## src/rtl/apu_sfx_mixer.sv

```systemverilog
// Multi-channel sound-effect generator: square/noise/sweep tones with
// frame-rate volume decay, summed into a registered sample and PWM bit.
module apu_sfx_mixer #(
  parameter  int NUM_CH       = 4,
  parameter  int PERIOD_W     = 12,
  parameter  int VOL_W        = 4,
  parameter  int DECAY_FRAMES = 1,
  localparam int MIX_W        = VOL_W + $clog2(NUM_CH)
) (
  input  logic                       clk,
  input  logic                       rst_n,
  input  logic                       frame_tick,
  input  logic [NUM_CH-1:0]          trig,
  input  logic [NUM_CH*PERIOD_W-1:0] period_in,
  input  logic [NUM_CH*VOL_W-1:0]    vol_in,
  input  logic [NUM_CH*2-1:0]        mode_in,
  output logic [NUM_CH-1:0]          busy,
  output logic [MIX_W-1:0]           sample_out,
  output logic                       pwm_out
);

  localparam int DW = (DECAY_FRAMES > 1) ? $clog2(DECAY_FRAMES) : 1;

  typedef enum logic {IDLE, PLAY} st_t;

  st_t                 r_st   [NUM_CH];
  st_t                 w_st   [NUM_CH];
  logic [PERIOD_W-1:0] r_per  [NUM_CH];
  logic [PERIOD_W-1:0] w_per  [NUM_CH];
  logic [PERIOD_W-1:0] r_cnt  [NUM_CH];
  logic [PERIOD_W-1:0] w_cnt  [NUM_CH];
  logic [VOL_W-1:0]    r_vol  [NUM_CH];
  logic [VOL_W-1:0]    w_vol  [NUM_CH];
  logic [DW-1:0]       r_dcnt [NUM_CH];
  logic [DW-1:0]       w_dcnt [NUM_CH];
  logic [14:0]         r_lfsr [NUM_CH];
  logic [14:0]         w_lfsr [NUM_CH];
  logic [1:0]          r_mode [NUM_CH];
  logic [1:0]          w_mode [NUM_CH];
  logic                r_ph   [NUM_CH];
  logic                w_ph   [NUM_CH];

  logic [PERIOD_W-1:0] w_pin;
  logic [PERIOD_W:0]   w_sw;
  logic [MIX_W-1:0]    w_mix;
  logic [MIX_W-1:0]    r_sample;
  logic [MIX_W-1:0]    r_pcnt;
  logic [MIX_W-1:0]    r_cmp;
  logic                r_pwm;

  always_comb begin
    w_st   = r_st;
    w_per  = r_per;
    w_cnt  = r_cnt;
    w_vol  = r_vol;
    w_dcnt = r_dcnt;
    w_lfsr = r_lfsr;
    w_mode = r_mode;
    w_ph   = r_ph;
    w_pin  = '0;
    w_sw   = '0;
    for (int i = 0; i < NUM_CH; i++) begin
      w_pin = period_in[i*PERIOD_W +: PERIOD_W];
      if (w_pin == '0) w_pin = PERIOD_W'(1);
      // A trigger wins over any decay or tone step in the same cycle
      if (trig[i]) begin
        w_st[i]   = PLAY;
        w_per[i]  = w_pin;
        w_cnt[i]  = w_pin;
        w_vol[i]  = vol_in[i*VOL_W +: VOL_W];
        w_mode[i] = mode_in[i*2 +: 2];
        w_ph[i]   = 1'b1;
        w_dcnt[i] = '0;
      end else if (r_st[i] == PLAY) begin
        if (r_cnt[i] != '0) begin
          w_cnt[i] = r_cnt[i] - 1'b1;
        end else begin
          w_cnt[i] = r_per[i];
          if (r_mode[i] == 2'b01) begin
            w_lfsr[i] = {r_lfsr[i][13:0],
                         r_lfsr[i][14] ^ r_lfsr[i][13]};
            w_ph[i]   = w_lfsr[i][0];
          end else begin
            w_ph[i] = ~r_ph[i];
          end
        end
        if (frame_tick) begin
          if (r_dcnt[i] == DW'(DECAY_FRAMES - 1)) begin
            w_dcnt[i] = '0;
            if (r_vol[i] != '0) w_vol[i] = r_vol[i] - 1'b1;
            if (r_mode[i] == 2'b10) begin
              w_sw = {1'b0, r_per[i]} +
                     (PERIOD_W+1)'(r_per[i] >> 3);
              w_per[i] = w_sw[PERIOD_W] ? '1 :
                         w_sw[PERIOD_W-1:0];
            end
          end else begin
            w_dcnt[i] = r_dcnt[i] + 1'b1;
          end
        end
        if (w_vol[i] == '0) begin
          w_st[i] = IDLE;
          w_ph[i] = 1'b0;
        end
      end
    end
  end

  always_comb begin
    w_mix = '0;
    busy  = '0;
    for (int i = 0; i < NUM_CH; i++) begin
      busy[i] = (r_st[i] == PLAY);
      if ((r_st[i] == PLAY) && r_ph[i])
        w_mix = w_mix + MIX_W'(r_vol[i]);
    end
  end

  always_ff @(posedge clk) begin
    if (!rst_n) begin
      for (int i = 0; i < NUM_CH; i++) begin
        r_st[i]   <= IDLE;
        r_per[i]  <= '0;
        r_cnt[i]  <= '0;
        r_vol[i]  <= '0;
        r_dcnt[i] <= '0;
        r_lfsr[i] <= 15'h0001;
        r_mode[i] <= '0;
        r_ph[i]   <= 1'b0;
      end
    end else begin
      r_st   <= w_st;
      r_per  <= w_per;
      r_cnt  <= w_cnt;
      r_vol  <= w_vol;
      r_dcnt <= w_dcnt;
      r_lfsr <= w_lfsr;
      r_mode <= w_mode;
      r_ph   <= w_ph;
    end
  end

  // Compare only reloads at the counter wrap so duty never glitches
  always_ff @(posedge clk) begin
    if (!rst_n) begin
      r_sample <= '0;
      r_pcnt   <= '0;
      r_cmp    <= '0;
      r_pwm    <= 1'b0;
    end else begin
      r_sample <= w_mix;
      r_pcnt   <= r_pcnt + 1'b1;
      if (r_pcnt == '1) r_cmp <= r_sample;
      r_pwm    <= (r_pcnt < r_cmp);
    end
  end

  assign sample_out = r_sample;
  assign pwm_out    = r_pwm;

endmodule
```

## config.mk

```make
export PLATFORM = sky130hd
export DESIGN_NAME = apu_sfx_mixer
export DESIGN_NICKNAME = d
export VERILOG_FILES = /design/src/rtl/apu_sfx_mixer.sv
export SDC_FILE = /design/constraint.sdc
export NUM_CORES = 1
export LEC_CHECK = 0
export BUFFER_PORTS_ARGS = -buffer_cell sky130_fd_sc_hd__buf_2
export CAP_MARGIN = 5
export CELL_PAD_IN_SITES_DETAIL_PLACEMENT = 0
export CELL_PAD_IN_SITES_GLOBAL_PLACEMENT = 1
export CORE_MARGIN = 2
export CORE_UTILIZATION = 36
export DETAILED_ROUTE_END_ITERATION = 10
export PLACE_DENSITY_LB_ADDON = 0.1
export SYNTH_ARGS = -nofsm -noshare
export SYNTH_HDL_FRONTEND = slang
export SYNTH_SLANG_ARGS = --single-unit
```

## constraint.sdc

```tcl
create_clock -name clk -period 8.15 [get_ports clk]
set_input_delay 0.815 -clock clk [delete_from_list [all_inputs] [get_ports clk]]
set_output_delay 0.815 -clock clk [all_outputs]
set_load 0.02 [all_outputs]
```

### Word level (Yosys, flattened, before mapping)

Cells that the tools add are included.

| operators by class | value |
|---|---|
| add/subtract/negate cells | 20 |
| $mul | 0 |
| divide/modulo/power cells | 0 |
| $lt $le $gt $ge | 1 |
| equality and inequality tests | 17 |
| shift-type cells | 0 |
| muxes and demuxes | 108 |
| bitwise operators | 17 |
| reduce and logical (&&, ||, !) cells | 52 |

Operators by type and width:

| kind | count |
|---|---|
| $mux 12 | 40 |
| $mux 4 | 29 |
| $add 12x9->13 | 4 |
| $logic_not 12->1 | 4 |
| $reduce_bool 12->1 | 4 |
| $sub 12x1->12 const B | 4 |
| $mux 1 | 36 |
| $reduce_and 4->1 | 8 |
| $reduce_bool 2->1 | 12 |
| $add 6x4->6 | 3 |
| $mux 6 | 3 |
| $logic_not 4->1 | 4 |
| $reduce_and 2->1 | 8 |
| $reduce_bool 4->1 | 4 |
| $sub 4x1->4 const B | 4 |
| $not 1->1 | 13 |
| $ne 3x2->1 const B | 4 |
| $eq 2x1->1 const B | 4 |
| $eq 2x2->1 const B | 4 |
| $ne 2x2->1 const B | 4 |
| $reduce_or 2->1 | 4 |
| $add 6x1->6 const B | 1 |
| $eq 6x6->1 const B | 1 |
| $lt 6x6->1 | 1 |
| other kinds (3) | 12 |

| word-level totals | value |
|---|---|
| register bits after elaboration | 211 |
| bits in latches | 0 |
| RAM bits | 0 |
| ROM bits | 0 |
| input bits | 79 |
| output and inout bits | 11 |
| word-level logic and storage cells | 251 |
| memories kept | 0 |

### Longest topological paths before layout

| logic depth | value |
|---|---|
| word-level depth | 10 |
| gate-level depth with buffers | 19 |

### Least setup slack after synthesis

Ideal clock, no wire load.

| path | value |
|---|---|
| path kind | register to register |
| start | register r_st (netlist bit busy[0]) |
| end | register r_sample[5] (netlist: sample_out[5]) |
| setup time | 115 ps |
| data arrival time | 3,809 ps |
| data required time | 8,035 ps |
| setup slack | 4,226 ps |
| stages on the path, launching flop included | 20 |
| path buffers | 1 |
| period minus slack after synthesis | 3,924 ps |
| cells stage by stage | dfxtp_1 clkbuf_1 and3_1 inv_1 fa_1 nor2_1 a21oi_1 inv_1 ha_1 a21oi_1 o21bai_1 xnor2_1 o211ai_1 ha_1 and2_1 o21ai_0 nand2_1 mux2i_1 nor2_1 o21a_1 |

| on the way | value |
|---|---|
| longest elaborated chain between the ends | 8 |

Ends and longest elaborated chain:

| item | RTL line | source |
|---|---|---|
| start, declared | 26 | `st_t r_st [NUM_CH];` |
| start signal, assigned | 132 | `r_st <= w_st;` |
| $logic_and 1x1->1 * | 114 | `if ((r_st[i] == PLAY) && r_ph[i])` |
| $mux 4 * | 114 |  |
| $add 6x4->6 | 115 | `w_mix = w_mix + MIX_W'(r_vol[i]);` |
| $mux 6 * | 114 |  |
| $add 6x4->6 | 115 |  |
| $mux 6 * | 114 |  |
| $add 6x4->6 | 115 |  |
| $mux 6 * | 114 |  |
| end signal, assigned | 151 | `r_sample <= w_mix;` |
| end, declared | 46 | `logic [MIX_W-1:0] r_sample;` |

Mark *: on every way between the ends. The rest lies on a longest branch, timed or not.
A chain may end at the register's enable or synchronous reset.

### Worst setup path after layout

Same ends and word-level chain as after synthesis.

==> impl_metrics.json <==
{
  "outcome": "completed",
  "synthArstFlopShare_pct": 0,
  "worst_pin_slew_ps": 1171,
  "crit_required_ps": 8560,
  "grt_pass1_vias": 10997,
  "synth_fp_nets": 1743,
  "ys_ff_latch": 207,
  "synthCells": 1591,
  "post-place-ws_ps": 3686,
  "drc": 0,
  "yosysTopAreaCellShare_pct": 32.75,
  "tns_ps": 0,
  "top_usage_layer": "met2",
  "clkTransAtPathRegs_ps": 60,
  "met1_usage_pct": 27.30,
  "drv_slew": 0,
  "pin_count": 90,
  "hold_class": "reg -> reg",
  "post-route-period-util_pct": 55.11,
  "place_congestion": 0.8133,
  "avgRoutedWirePerCell_um": 16.92,
  "htree_levels": 1,
  "final_core_util_pct": 41.20,
  "ant_nets": 0,
  "critPathArrivalTime_ps": 4900,
  "core-area_um2": 34540,
  "yosysWarnings": 0,
  "grt_pass1_wl_um": 58750,
  "synth_flop_cell": "dfxtp_1",
  "setup_viol": 0,
  "synth_area_leaders": "dfxtp_1 33%, ha_1 6.5%, a21oi_1 5.8%",
  "syn2layout_area_growth_pct": 12.46,
  "grt_overflow_total": 0,
  "crit_fanout": 23,
  "num_rows": 68,
  "tritoncts": "yes",
  "cts_buffers": 26,
  "cts_root_buf": "clkbuf_16",
  "antennaDiodeCount": 0,
  "via_per_inst": 5.491,
  "syn_avg_cell_area_um2": 7.954,
  "fin_worst_skew_ps": 9.626,
  "cap_violations": 0,
  "port_buffers": 89,
  "numClockSinks": 207,
  "seqCellArea_um2": 4144,
  "die_w_um": 191.5,
  "ys_seq_area_share_pct": 32.75,
  "p_leak_nw": 5.679,
  "clockBufferDepth": 3,
  "fin_nets": 1790,
  "dieArea_um2": 36670,
  "start_util_pct": 36.63,
  "critPathKind": "reg -> reg",
  "grt_util_all_layers_pct": 19.54,
  "netlist_area_um2": 12650,
  "post-dp-hpwl_um": 25770,
  "p_total_mw": 2.745,
  "critPathLaunchType": "flip-flop",
  "drt_iter0_drc": 748,
  "cts_hold_buf": 0,
  "yosysTopAreaCell": "dfxtp_1",
  "ir_drop_mv": 0.1367,
  "multi_input_area_um2": 7936,
  "final_layout_size_suffix_gt1_share_pct": 9.783,
  "antenna_found_initial": 0,
  "synthDistinctLibCells": 80,
  "endpoint_kind": "flip-flop",
  "vias": 11591,
  "grt_max_degree": 75,
  "fmax_mhz": 222.6,
  "grt_setup_unrepaired": "false",
  "cts_resized": 0,
  "clk_latency_ps": 520,
  "num-fill-cells": 3609,
  "p_per_area_nw_per_um2": 192.9,
  "hold_violations": 0,
  "relSlewSlack_pct": 21.35,
  "cts_setup_buffers": 0,
  "synth_edf_count": 0,
  "met3_usage_pct": 2.148,
  "post-route-min-period_ps": 4491,
  "die_y_um": 191.5,
  "fin_ws_ps": 3659,
  "drt_wl_total_um": 35730,
  "met2_usage_pct": 32.63,
  "drt-pass1-iter-count": 6
}
worst max-delay path: stages (launching register included):
cell and delay (ps):
dfxtp_1 750, and3_1 270, ha_1 170, inv_1 50, fa_1 480, nor2_1 40
a21oi_1 290, inv_1 90, ha_1 270, a21oi_1 240, o21bai_1 120, xnor2_1 130
o211ai_1 270, ha_1 320, and2_1 160, o21ai_0 220, nand2_1 110, mux2i_1 140
nor2_1 50, o21a_1 190
metrics by stage:
step | cell area [um2] | std cells | hold WS, ps
2_1_floorplan | 12650 | 1591 | 431.0
3_3_place_gp | 13400 | 2065 | 439.9
3_5_place_dp | 13400 | 2065 | 442.7
4_1_cts | 14230 | 2111 | 452.2
5_1_grt | 14230 | 2111 | 468.6
6_report | 14230 | 2111 | 448.3
metal layers:
layer  up-vias  share of wire [%]
met5         -                  0
met4         0                1.3
met3        29                3.3
met2       181                 47
met1      5514                 49
li1       5867                  -
state kept, by name (all words and copies together) (netlist names):
signal and cells:
sample_out 6, r_vol 16, r_ph 4, r_pcnt 6
busy 4, r_cnt 48, r_lfsr 60, r_per 48
r_mode 8, r_cmp 6, pwm_out 1
cells in the mapped netlist (all sizes together), types with 4 or more instances:
master and n:
a311oi 4, or2 8, or3 10, and3 10, o211ai 27, nor3 41, o311ai 4, nand4b 5
o211a 12, nand2b 26, o221ai 9, a211oi 32, xnor2 30, mux2i 43, and4b 5, xor2 22
inv 65, nor4 25, fa 7, and2 12, or4 6, clkbuf 52, a21boi 50, nand3 50
a31oi 7, a21oi 147, o31ai 7, a21o 16, nand2 196, nor3b 13, nor2b 47, ha 66
dfxtp 207, a2bb2oi 6, nand4 12, o2111ai 7, nor2 125, a311o 4, o21ai 85, a222oi 5
o21a 9, buf 26, a221oi 7
layout make-up:
class                      count  area share (%)
timing repair buffer          97           3.570
multi-input combinational   1241           55.77
tap                          455           4.000
clock inverter                 7          0.4836
sequential                   207           29.12
inverter                      65           1.714
clock buffer                  39           5.346
logic make-up (layout without fill, tap and decap cells):
group	count (synthesis)	count (layout)	share of synthesized area, %
buffers and inverters	143	208	4.538
xor gates and xnor gates	52	52	3.599
and+or+nand+nor	598	598	23.18
DFF	207	207	32.75
muxes	46	46	3.668
AOI/OAI and AO/OA	471	471	24.56
adders and majority gates	74	74	7.712
worst paths after layout:
kind	startpoint	endpoint	slack [ps]	cells past startpoint
setup reg to reg	busy[0]	sample_out[5]	3660	19
hold / removal	r_lfsr[36]	r_lfsr[36]	450	2
hold reg to reg	r_lfsr[36]	r_lfsr[36]	450	2
setup / recovery	busy[0]	sample_out[5]	3660	19
power by group:
group / switching [mW] / internal [mW] / total [mW]
logic: 0.282 / 0.199 / 0.482
clock network: 0.445 / 0.673 / 1.12
registers: 0.0782 / 1.07 / 1.15
layout by cell type (no fill, tap or decap), types with 10 or more instances in the layout:
| master | instances |
|---|---|
| xor2_1 | 22 |
| mux2i_1 | 43 |
| and2_1 | 12 |
| nor2b_1 | 47 |
| o211ai_1 | 27 |
| xnor2_1 | 30 |
| and3_1 | 10 |
| nor3_1 | 40 |
| inv_1 | 65 |
| nand4_1 | 12 |
| a21oi_1 | 147 |
| clkbuf_16 | 27 |
| nor2_1 | 125 |
| o211a_1 | 12 |
| o21ai_0 | 84 |
| a211oi_1 | 32 |
| nor4_1 | 24 |
| a21boi_0 | 38 |
| a21o_1 | 16 |
| buf_2 | 88 |
| nand2_1 | 195 |
| nand3_1 | 49 |
| dfxtp_1 | 207 |
| a21boi_1 | 12 |
| nor3b_1 | 13 |
| ha_1 | 66 |
| nand2b_1 | 26 |
(Power assumes the default switching activity.)
